File: src/rtl/l2_types_pkg.sv
// Shared types and geometry for the 2-way, 16-set, 256-bit-line L2 cache.
// Imported by the controller, its sub-modules and the datapath.
package l2_types_pkg;

  localparam int NUM_WAYS = 2;
  localparam int NUM_SETS = 16;
  localparam int LINE_W   = 256;

  typedef enum logic [1:0] {
    IDLE,
    CHECK,
    WB,
    FILL
  } state_t;

  typedef logic [0:0] way_t;

  // Way 0 wins if both ways report a hit; with no hit the result is unused.
  function automatic way_t pick_hit_way(logic [NUM_WAYS-1:0] h);
    return (h[0] || !h[1]) ? 1'b0 : 1'b1;
  endfunction

endpackage

File: src/rtl/l2_cache_control_if.sv
// L1 miss port (mem_*) and physical memory port (pmem_*) seen by the L2 controller.
// The slave modport is the controller; the master modport is its surroundings.
interface l2_cache_control_if;

  logic mem_read;
  logic mem_write;
  logic mem_resp;
  logic pmem_read;
  logic pmem_write;
  logic pmem_resp;

  modport master (
    output mem_read,
    output mem_write,
    output pmem_resp,
    input  mem_resp,
    input  pmem_read,
    input  pmem_write
  );

  modport slave (
    input  mem_read,
    input  mem_write,
    input  pmem_resp,
    output mem_resp,
    output pmem_read,
    output pmem_write
  );

endinterface

File: src/rtl/l2_sat_counter.sv
// Saturating up-counter used for the L2 hit and miss performance counters.
// Once it reaches all-ones it holds there until reset.
module l2_sat_counter #(
  parameter int CNT_W = 16
) (
  input  logic             clk,
  input  logic             rst,
  input  logic             inc,
  output logic [CNT_W-1:0] count
);

  always_ff @(posedge clk) begin
    if (rst) begin
      count <= '0;
    end else if (inc && (count != '1)) begin
      count <= count + 1'b1;
    end
  end

endmodule

File: src/rtl/l2_cache_control.sv
// Control FSM for the 2-way L2 cache: sequences hit, victim write-back and line fill,
// drives the datapath array load enables and muxes, and keeps hit/miss counters.
module l2_cache_control
  import l2_types_pkg::*;
#(
  parameter int CNT_W = 16
) (
  input  logic                clk,
  input  logic                rst,
  l2_cache_control_if.slave   bus,
  input  logic [NUM_WAYS-1:0] hit,
  input  logic [NUM_WAYS-1:0] dirty,
  input  way_t                lru,
  output logic [NUM_WAYS-1:0] way_ld,
  output logic [NUM_WAYS-1:0] dirty_ld,
  output logic                dirty_in,
  output logic                lru_ld,
  output logic                lru_in,
  output logic                data_sel,
  output logic                paddr_sel,
  output logic [CNT_W-1:0]    hit_count,
  output logic [CNT_W-1:0]    miss_count
);

  state_t state;
  state_t next_state;
  way_t   victim;
  way_t   hit_way;
  logic   any_hit;
  logic   is_write;
  logic   hit_inc;
  logic   miss_inc;
  logic   mem_resp;
  logic   pmem_read;
  logic   pmem_write;

  assign any_hit  = |hit;
  assign hit_way  = pick_hit_way(hit);
  assign is_write = bus.mem_write;

  assign bus.mem_resp   = mem_resp;
  assign bus.pmem_read  = pmem_read;
  assign bus.pmem_write = pmem_write;

  // The victim is captured at miss detection so a later LRU update cannot redirect the fill.
  always_ff @(posedge clk) begin
    if (rst) begin
      state  <= IDLE;
      victim <= '0;
    end else begin
      state <= next_state;
      if (miss_inc) begin
        victim <= lru;
      end
    end
  end

  always_comb begin
    next_state = state;
    mem_resp   = 1'b0;
    pmem_read  = 1'b0;
    pmem_write = 1'b0;
    way_ld     = '0;
    dirty_ld   = '0;
    dirty_in   = 1'b0;
    lru_ld     = 1'b0;
    lru_in     = 1'b0;
    data_sel   = 1'b0;
    paddr_sel  = 1'b0;
    hit_inc    = 1'b0;
    miss_inc   = 1'b0;

    unique case (state)
      IDLE: begin
        if (bus.mem_read || bus.mem_write) begin
          next_state = CHECK;
        end
      end

      CHECK: begin
        if (any_hit) begin
          mem_resp   = 1'b1;
          lru_ld     = 1'b1;
          lru_in     = ~hit_way;
          hit_inc    = 1'b1;
          next_state = IDLE;
          if (is_write) begin
            way_ld[hit_way]   = 1'b1;
            dirty_ld[hit_way] = 1'b1;
            dirty_in          = 1'b1;
          end
        end else begin
          miss_inc   = 1'b1;
          next_state = dirty[lru] ? WB : FILL;
        end
      end

      WB: begin
        pmem_write = 1'b1;
        paddr_sel  = 1'b1;
        if (bus.pmem_resp) begin
          next_state = FILL;
        end
      end

      FILL: begin
        pmem_read = 1'b1;
        // Returning to CHECK lets the freshly filled way complete the request as a hit.
        if (bus.pmem_resp) begin
          way_ld[victim]   = 1'b1;
          dirty_ld[victim] = 1'b1;
          data_sel         = 1'b1;
          next_state       = CHECK;
        end
      end

      default: begin
        next_state = IDLE;
      end
    endcase
  end

  l2_sat_counter #(.CNT_W(CNT_W)) u_hit_cnt (
    .clk   (clk),
    .rst   (rst),
    .inc   (hit_inc),
    .count (hit_count)
  );

  l2_sat_counter #(.CNT_W(CNT_W)) u_miss_cnt (
    .clk   (clk),
    .rst   (rst),
    .inc   (miss_inc),
    .count (miss_count)
  );

endmodule

File: src/flat_wrapper.sv
// flat-port wrapper written by rule: the top's interface ports become plain ports
module l2_cache_control_flat import l2_types_pkg::*;
#(
  parameter int CNT_W = 16
)
  (clk, rst, hit, dirty, lru, way_ld, dirty_ld, dirty_in, lru_ld, lru_in, data_sel, paddr_sel, hit_count, miss_count, bus_mem_read, bus_mem_write, bus_pmem_resp, bus_mem_resp, bus_pmem_read, bus_pmem_write);
  l2_cache_control_if bus_i ();
  input  logic clk;
  input  logic rst;
  input  logic [NUM_WAYS-1:0] hit;
  input  logic [NUM_WAYS-1:0] dirty;
  input  way_t lru;
  output logic [NUM_WAYS-1:0] way_ld;
  output logic [NUM_WAYS-1:0] dirty_ld;
  output logic dirty_in;
  output logic lru_ld;
  output logic lru_in;
  output logic data_sel;
  output logic paddr_sel;
  output logic [CNT_W-1:0] hit_count;
  output logic [CNT_W-1:0] miss_count;
  input wire logic [$bits(bus_i.mem_read)-1:0] bus_mem_read;
  input wire logic [$bits(bus_i.mem_write)-1:0] bus_mem_write;
  input wire logic [$bits(bus_i.pmem_resp)-1:0] bus_pmem_resp;
  output wire logic [$bits(bus_i.mem_resp)-1:0] bus_mem_resp;
  output wire logic [$bits(bus_i.pmem_read)-1:0] bus_pmem_read;
  output wire logic [$bits(bus_i.pmem_write)-1:0] bus_pmem_write;
  assign bus_i.mem_read = bus_mem_read;
  assign bus_i.mem_write = bus_mem_write;
  assign bus_i.pmem_resp = bus_pmem_resp;
  assign bus_mem_resp = bus_i.mem_resp;
  assign bus_pmem_read = bus_i.pmem_read;
  assign bus_pmem_write = bus_i.pmem_write;
  l2_cache_control #(.CNT_W(CNT_W)) u_core (.clk(clk), .rst(rst), .bus(bus_i), .hit(hit), .dirty(dirty), .lru(lru), .way_ld(way_ld), .dirty_ld(dirty_ld), .dirty_in(dirty_in), .lru_ld(lru_ld), .lru_in(lru_in), .data_sel(data_sel), .paddr_sel(paddr_sel), .hit_count(hit_count), .miss_count(miss_count));
endmodule
File: config.mk
export PLATFORM = sky130hd
export DESIGN_NAME = l2_cache_control_flat
export DESIGN_NICKNAME = d
export VERILOG_FILES = /design/src/rtl/l2_types_pkg.sv /design/src/rtl/l2_cache_control_if.sv /design/src/rtl/l2_sat_counter.sv /design/src/rtl/l2_cache_control.sv /design/src/flat_wrapper.sv
export SDC_FILE = /design/constraint.sdc
export NUM_CORES = 1
export LEC_CHECK = 0
export CAP_MARGIN = 10
export CORE_MARGIN = 10
export CORE_UTILIZATION = 52
export DETAILED_ROUTE_END_ITERATION = 8
export PLACE_DENSITY = 0.94
export SKIP_LAST_GASP = 1
export SLEW_MARGIN = 20
export SYNTH_ARGS = -nofsm -noshare
export SYNTH_HDL_FRONTEND = slang
export SYNTH_SLANG_ARGS = --single-unit
File: constraint.sdc
create_clock -name clk -period 2.6 [get_ports clk]
set_input_delay 0.52 -clock clk [delete_from_list [all_inputs] [get_ports clk]]
set_output_delay 0.52 -clock clk [all_outputs]
set_load 0.05 [all_outputs]
# --- Yosys cells after proc, flatten, opt, wreduce, memory -nomap -nowiden ---
# Cells that the tools add are included.
# Widths: inputs -> output; s select.
classes:
  n_reduce_logical: 10
  n_lt_le_gt_ge: 5
  addsub: 2
  eq_ne: 8
  mux: 30
ops:
  columns: ["operator", "count"]
  rows:
  - ["$add 16x1->16 const B", 2]
  - ["$ne 16x16->1 const B", 2]
  - ["$mux 1", 19]
  - ["$mux 2", 7]
  - ["$pmux 2 s4", 1]
  - ["$lt 1x2->1 const B", 3]
  - ["$eq 2x2->1 const B", 2]
  - ["$logic_and 1x1->1", 4]
  - ["$ne 2x2->1 const B", 2]
  - ["$pmux 2 s2", 1]
  - ["$reduce_and 3->1", 1]
  - ["$demux 1 s1", 2]
  - ["$eq 2x1->1 const B", 1]
  - ["$ge 1x1->1 const B", 2]
  - ["$logic_not 2->1", 1]
  - ["$logic_or 1x1->1", 2]
  - ["$ne 2x1->1 const B", 1]
  - ["$reduce_or 2->1", 1]
  - ["$logic_not 1->1", 1]
totals:
  regBits: 35
  inputBits: 10
  word_cells: 59
  out_inout_bits: 44

# --- Depth between registers and ports, before layout ---
# Gate-level depths: netlist (run 1).
logic_depth:
  word_depth: 10
  ltp_mapped: 8
  ltp_nobuf: 7

# --- By module ---
# A second synthesis (run 1) with hierarchy kept.
unflattened:
  cells_unflattened: 236
  area_unflattened_um2: 2018.2
modules_own_cells:
  columns: ["mod", "seq_area_each_um2", "instances", "cells_per_inst", "area_per_inst_um2"]
  rows:
  - ["l2_sat_counter", 320.3, 2, 99, 848.3]
  - ["l2_cache_control", 60.1, 1, 38, 321.6]

# --- Least setup slack after synthesis (run 1) ---
# Ideal clock, no wire load.
synth_timing:
  kind: "register -> output"
  from: "register u_core.state[0]"
  to: "output way_ld[0]"
  path_slack_ps: -417
  t_arrival_ps: 2497
  stages_incl_launch_ff: 5
  required_ps: 2080
  n_path_buf: 1
  cell_sequence: "dfxtp_1 > ha_1 > nand2_1 > o21ai_0 > buf_4"
synth_between:
  elab_chain_cells: 2
  elab_cells_between_ends: 3
  classes_between: "eq/ne: 2; mux: 1"
synth_rtl:
  columns: ["element", "line", "rtl"]
  rows:
  - ["start, declared", "l2_cache_control.sv:25", "state_t state;"]
  - ["start signal, assigned", "l2_cache_control.sv:51", "state <= next_state;"]
  - ["$eq 2x2->1 or $eq 2x1->1 (tied branches)", null, null]
  - ["$pmux 2 s2 *", null, null]
  - ["end, declared", "flat_wrapper.sv:13", "output logic [NUM_WAYS-1:0] way_ld;"]
# Mark *: on every way between the ends. The rest lies on a longest branch, timed or not.

# --- Worst setup path in the final report (run 1) ---
layout_timing:
  from: "input hit[0]"
  to: "output dirty_in"
layout_between:
  elab_chain_cells: 3
layout_rtl:
  columns: ["element", "line", "rtl"]
  rows:
  - ["start, declared", "flat_wrapper.sv:10", "input logic [NUM_WAYS-1:0] hit;"]
  - ["$reduce_or 2->1", "l2_cache_control.sv:37", "assign any_hit = |hit;"]
  - ["$mux 1", "l2_cache_control.sv:81", "if (any_hit) begin"]
  - ["$mux 1", "l2_cache_control.sv:73", "unique case (state)"]
  - ["end, declared", "flat_wrapper.sv:15", "output logic dirty_in;"]
# Every way passes these cells.

==> impl_results.md, run 1 <==
* Outcome: completed
* Antenna violations before repair at 0
* R2r startpoint: u_core.u_miss_cnt.count[0]$_SDFFE_PP0P_
* Die area at about 6700 um2
* Nets@finish at roughly 300
* Setup crit end kind: output pin
* Final Hold Viols at 0
* Antenna Nets Post-Route at 0
* Area growth, synth to finish at 34.8%
* HP Class: register to register
* Netlist Area Pre-Place at between 1500 and 2000 um2
* Initial Util at a little over half
* Critical path's slowest cell: clkdlybuf4s50_1
* Die X at about 82 um
* CP required at ~2.1 ns
* Clock transition at path regs at approximately 0.07 ns
* Avg Inst Size Synth at about 8.7 um2
* Clk buf depth at 2
* Yosys cell types at 50
* Setup crit start kind: input port
* Synth Flop Type: dfxtp_1
* Minimum clock period at ~2.4 ns
* First-pass GRT wire length at between 8000 and 9000 um
* CTS tree: built
* Critical Path Source: hit[0]
* Die height at about 82 um
* Slowest stage delay, CP at just over 0.5 ns
* R2R setup slack at 0.58 ns
* End of the worst register-to-register path: u_core.u_miss_cnt.count[2]$_SDFFE_PP0P_
* Hold buffer count at CTS at 0
* Slew Viols, Final at 0
* CP endpoint: dirty_in
* Worst Hold Depth at 1
* Final worst-path cycle share at a little over nine tenths
* Post-DR wirelength/cell at approximately 16 um
* DRT iter0 DRCs at 121
* Setup-failing EPs final at 0
* Achievable clock frequency at between 0.4 and 0.5 GHz
* Post-Syn Instances at about 230
* Commonest non-fill, non-tap cell in the layout: clkdlybuf4s50_1
* Syn. warnings at 0
* Actual slew at the worst max-slew pin at 0.726 ns
* Number of global-route vias before repair at between 1500 and 2000
* Most frequent cells in the layout: clkdlybuf4s50_1, dfxtp_1, a21oi_1
* IO buf count at 53
* DR DRC count at 0
* Syn Nets at about 240
* Tot GR Track Use at about 16%
* Core area at 3660 um2
* CP cell instances: clkdlybuf4s50_1, o21ai_2, clkinv_2, and2_1, buf_4
* Pwr dens at around 430 nW/um2
* Core Rows at 22
* Total leakage power at 0.920 nW
* Maximum vdd drop at 0.369 mV
* Largest net degree at the start of global routing at 35
* Synth top area share at a little over a third
* Wirelength, routed at 5200 um
* Detail Placement HPWL at ~3900 um
* Via/cell ratio at 6.05
* Yosys top cell by area: dfxtp_1
* Register area share after synthesis at a little over a third
* Via count at roughly 2000
* Inst Count DP at 320
* Fillers at around 280
* RSZ-0062 raised after global routing: false
* Layout cells sized above 1 at between 10% and 20%
* # IOs at 54
* Later-pin clock latency in the skew report at between 0.2 and 0.3 ns
* Setup tns final at 0 ns
* CP arrival at 1.92 ns
* Diode count at 0
* Num CTS Buffers at 5
* Synthesis-stage register bit count at 35
* Root buf cell: clkbuf_8
* Crit Path Max Fanout at 7
* Critical Setup Path Class: input port to output pin
* Post-synthesis async set-or-reset flop share at 0%
* CTS resizes at 0
* Max H-tree Level at 2
* Slew Limit Headroom at 51.2%
* CTS sink cnt at 35
* DRT Pass-1 Iters at 4
* Fin cells at between 300 and 400
* Clock Skews at roughly 0.0052 ns
* Placer congestion estimate at approximately 0.85
* Global route overflow at 0
* Total setup buffers inserted after CTS at 0
* Max-Cap Viols at 0
* Reg2Reg Depth at 5
* Post-synth EDFFs at 0
* Area contributors post-synth: dfxtp_1, a21oi_1, ha_1
==> cell families after synthesis <==
group           after synthesis  share of synthesized area (%)
flops                        35                           35.4
fa+ha+maj                     6                           3.79
mux                           9                           4.86
compound gates               64                           22.3
simple gates                 93                           28.7
buf+inv                      21                           5.05
==> through the flow <==
step / setup slack [ns] / utilization (%) / hold WS, ns / cell area, um2 / power (mW)
floorplan: 0.0159 / - / 0.486 / 1980 / 0.669
global placement: 0.201 / 70.2 / 0.475 / 2570 / 0.729
detailed placement: 0.152 / 70.2 / 0.485 / 2570 / 0.733
CTS: 0.151 / 73.0 / 0.492 / 2670 / 1.16
global route: 0.0491 / 73.0 / 0.545 / 2670 / 1.19
finish: 0.159 / 73.0 / 0.492 / 2670 / 1.16
==> power breakdown <==
| part | internal, mW | switching [mW] | leakage (nW) | total, mW |
|---|---|---|---|---|
| sequential | 0.543 | 0.00884 | 0.282 | 0.552 |
| clock | 0.242 | 0.193 | 0.0515 | 0.435 |
| combinational | 0.0653 | 0.103 | 0.586 | 0.169 |
==> cells in the mapped netlist (all sizes together) (5+ instances only) <==
| library cell | instances |
|---|---|
| nor3 | 7 |
| mux2 | 5 |
| a21oi | 18 |
| nand4 | 8 |
| nand2 | 17 |
| nand3 | 15 |
| o31ai | 8 |
| nor2b | 5 |
| or3 | 6 |
| dfxtp | 35 |
| ha | 6 |
| o21ai | 11 |
| or4 | 9 |
| inv | 8 |
| buf | 9 |
| nor2 | 11 |
==> worst max-delay path, delay by kind of cell <==
family	cells	cell delay, ns
AO/OA/AOI/OAI	1	0.33
AND/OR/NAND/NOR	1	0.19
buffers and inverters	3	0.87
==> worst min path at each step <==
stage / startpoint / to
after floorplan: u_core.victim$_SDFFE_PP0P_ / u_core.victim$_SDFFE_PP0P_
after global placement: u_core.u_miss_cnt.count[6]$_SDFFE_PP0P_ / u_core.u_miss_cnt.count[6]$_SDFFE_PP0P_
after CTS: u_core.u_miss_cnt.count[6]$_SDFFE_PP0P_ / u_core.u_miss_cnt.count[6]$_SDFFE_PP0P_
final: u_core.u_miss_cnt.count[6]$_SDFFE_PP0P_ / u_core.u_miss_cnt.count[6]$_SDFFE_PP0P_
after global routing: u_core.u_miss_cnt.count[1]$_SDFFE_PP0P_ / u_core.u_miss_cnt.count[1]$_SDFFE_PP0P_
after detailed placement: u_core.u_miss_cnt.count[6]$_SDFFE_PP0P_ / u_core.u_miss_cnt.count[6]$_SDFFE_PP0P_
==> cell type report <==
class	instances	area, um2	share of cell area [%]
tap	48	60.1	2.25
multi-input combinational	172	1180	44.3
sequential	35	701	26.2
inverter	9	35.0	1.31
clock buffer	8	100	3.75
timing repair buffer	56	593	22.2
==> flip-flops by register name, indices dropped and copies added (netlist names) <==
signal / cells
u_core.u_miss_cnt.count: 16
u_core.victim: 1
u_core.u_hit_cnt.count: 16
u_core.state: 2
==> layer usage <==
layer | track usage, % | part of all wire (%) | up-vias
met5 | 0 | 0 | -
met4 | 4.59 | 1.3 | 0
met3 | 5.68 | 8.5 | 4
met2 | 28.9 | 50 | 64
met1 | 18.0 | 40 | 937
li1 | - | - | 978
(Power assumes the default switching activity.)
==> run 2, diff against run 1 <==
--- a/config.mk
+++ b/config.mk
@@ -9,6 +9,8 @@
 export CORE_MARGIN = 10
 export CORE_UTILIZATION = 52
 export DETAILED_ROUTE_END_ITERATION = 8
+export HOLD_SLACK_MARGIN = 0.05
+export MAX_ROUTING_LAYER = met4
 export PLACE_DENSITY = 0.94
 export SKIP_LAST_GASP = 1
 export SLEW_MARGIN = 20
==> run 2 against run 1 <==
Compared with the run above: global-route usage increased by 0.51 points; clock power about the same; critical path type unchanged; combinational power about the same; die area unchanged; first-iteration DRC count decreased by 2.5%; via count decreased by 0.61%; sequential share of layout area unchanged; highest routed layer unchanged; register-to-register slack about the same; clock-buffer cell count unchanged.
==> impl_results.md, run 2 (synthesis gave the netlist of run 1 again) <==
* Setup crit start kind: input port (unchanged)
* Global route overflow at 0 (unchanged)
* Post-DR wirelength/cell at 15.9 um (about the same)
* Setup tns final at 0 ns (unchanged)
* Hold Path Origin: u_core.u_miss_cnt.count[6]$_SDFFE_PP0P_ (unchanged)
* Clk buf depth at 2 (unchanged)
* Detail Placement HPWL at 3860 um (unchanged)
* Finished Cell Area at 2670 um2 (unchanged)
* CP required at 2.08 ns (about the same)
* Internal power at 850 uW (about the same)
* Final WS setup at 0.159 ns (about the same)
* Area growth, synth to finish at 34.8% (unchanged)
* Initial Util at 54.1% (unchanged)
* Largest net degree at the start of global routing at 35 (unchanged)
* Tot Pwr at 1.15 mW (was 1.16 mW)
* Final Hold Viols at 0 (unchanged)
* Switch share at 26.4% (about the same)
* Slew Viols, Final at 0 (unchanged)
* Setup crit end kind: output pin (unchanged)
* CTS resizes at 0 (unchanged)
* Gate power share at 14.6% (about the same)
* Via count at 1971 (was 1983)
* Placer congestion estimate at 0.867 (was 0.853)
* Slowest stage delay, CP at 0.51 ns (about the same)
* Crit Path Max Fanout at 7 (unchanged)
* Diode count at 0 (unchanged)
* Total setup buffers inserted after CTS at 0 (unchanged)
* Achievable clock frequency at 0.410 GHz (about the same)
* # IOs at 54 (unchanged)
* R2r startpoint: u_core.u_miss_cnt.count[0]$_SDFFE_PP0P_ (unchanged)
* Setup-failing EPs final at 0 (unchanged)
* Max H-tree Level at 2 (unchanged)
* Commonest non-fill, non-tap cell in the layout: clkdlybuf4s50_1 (unchanged)
* Hold buffer count at CTS at 0 (unchanged)
* Die area at 6680 um2 (unchanged)
* Antenna violations before repair at 0 (unchanged)
* CTS sink cnt at 35 (unchanged)
* CP arrival at 1.92 ns (about the same)
* Outcome: completed (unchanged)
* RSZ-0062 raised after global routing: false (unchanged)
* DR DRC count at 0 (unchanged)
* Core Rows at 22 (unchanged)
* CP cell instances: clkdlybuf4s50_1, o21ai_2, clkinv_2, and2_1, buf_4 (unchanged)
* Layout cells sized above 1 at 11.8% (unchanged)
* Setup WS pre-CTS at 0.152 ns (unchanged)
* Critical Setup Path Class: input port to output pin (unchanged)
* Via/cell ratio at 6.01 (was 6.05)
* Antenna Nets Post-Route at 0 (unchanged)
* Maximum vdd drop at 0.367 mV (was 0.369 mV)
* CTS tree: built (unchanged)
* Num CTS Buffers at 5 (unchanged)
* Reg2Reg Depth at 5 (unchanged)
* Number of global-route vias before repair at 1892 (was 1893)
* Later-pin clock latency in the skew report at 0.29 ns (about the same)
* Largest regs: u_core.u_hit_cnt.count: 16 flops, u_core.u_miss_cnt.count: 16 flops, u_core.state: 2 flops (unchanged)
* Clock share of power at 37.6% (about the same)
* Post-placement cell area at 2570 um2 (unchanged)
* IO buf count at 53 (unchanged)
* Clock Skews at 0.00441 ns (was 0.00517 ns)
* Tot GR Track Use at 16.8% (was 16.3%)
* Bufs and invs on worst path at 3 (unchanged)
* Psw at 305 uW (about the same)
* Root buf cell: clkbuf_8 (unchanged)
* DRT Pass-1 Iters at 4 (unchanged)
* Nets@finish at 295 (unchanged)
* Final worst-path cycle share at 93.9% (about the same)
* End of the worst register-to-register path: u_core.u_miss_cnt.count[2]$_SDFFE_PP0P_ (unchanged)
* DRT iter0 DRCs at 118 (was 121)
* Hold endpoint: u_core.u_miss_cnt.count[6]$_SDFFE_PP0P_ (unchanged)
* Clock transition at path regs at 0.07 ns (about the same)
* Pwr dens at 432 nW/um2 (about the same)
* Core area at 3660 um2 (unchanged)
* Fillers at 284 (unchanged)
* Max-Cap Viols at 0 (unchanged)
* Critical path's slowest cell: clkdlybuf4s50_1 (unchanged)
* Crit path depth at 5 (unchanged)
* Total leakage power at 0.920 nW (unchanged)
* Part of the power in registers at 47.8% (about the same)
* First-pass GRT wire length at 8940 um (about the same)
* R2R setup slack at 0.57 ns (was 0.58 ns)
* Minimum clock period at 2.44 ns (about the same)
* Worst Hold Depth at 1 (unchanged)
* Actual slew at the worst max-slew pin at 0.717 ns (was 0.726 ns)
* Die X at 81.7 um (unchanged)
* Wirelength, routed at 5210 um (was 5200 um)
* Most frequent cells in the layout: clkdlybuf4s50_1, dfxtp_1, a21oi_1 (unchanged)
* Delay-heaviest family, CP: buffers and inverters (unchanged)
* Slew Limit Headroom at 51.8% (was 51.2%)
* Die height at 81.7 um (unchanged)
* HP Class: register to register (unchanged)
-- run 2: cell counts in the layout (fill, tap and decap cells not counted) --
Identical to the previous run, type by type.
-- run 2: worst max-delay path by stage --
stage,endpoint,startpoint
6_report,dirty_in,hit[0]
2_1_floorplan,way_ld[0],u_core.state[0]$_SDFFE_PP0P_
5_1_grt,dirty_in,hit[0]
3_5_place_dp,dirty_in,hit[0]
4_1_cts,dirty_in,hit[0]
3_3_place_gp,dirty_in,hit[0]
-- run 2: power groups by stage --
stage	logic, mW	registers (mW)	clock network (mW)
after floorplan	0.0935	0.576	0
after global placement	0.166	0.564	0
after detailed placement	0.169	0.564	0
after CTS	0.170	0.552	0.440
after global routing	0.181	0.553	0.457
final	0.169	0.552	0.434
-- run 2: final cells by class --
cell class                 count  area, um2  area share (%)
multi-input combinational    172       1180            44.3
sequential                    35        701            26.2
timing repair buffer          56        593            22.2
clock buffer                   8        100            3.75
tap                           48       60.1            2.25
inverter                       9       35.0            1.31
-- run 2: through the flow --
stage | std cells | hold slack [ns] | util, %
after floorplan | 228 | 0.486 | -
after global placement | 320 | 0.475 | 70.2
after detailed placement | 320 | 0.485 | 70.2
after CTS | 328 | 0.492 | 73.0
after global routing | 328 | 0.545 | 73.0
final | 328 | 0.492 | 73.0
-- run 2: layer usage --
layer	vias up	share of wire, %	GRT usage (%)
met1	931	42	18.6
met5	-	0	-
met4	0	1.4	4.59
met3	6	6.2	4.59
met2	58	51	29.0
li1	976	-	-
-- run 2: worst register-to-register path, cell delays in order (launching register included) --
cell and delay (ns):
dfxtp_1 0.40, ha_1 0.24, nand4_1 0.22, nor4_4 0.57
a21oi_1 0.15, mux2_1 0.33
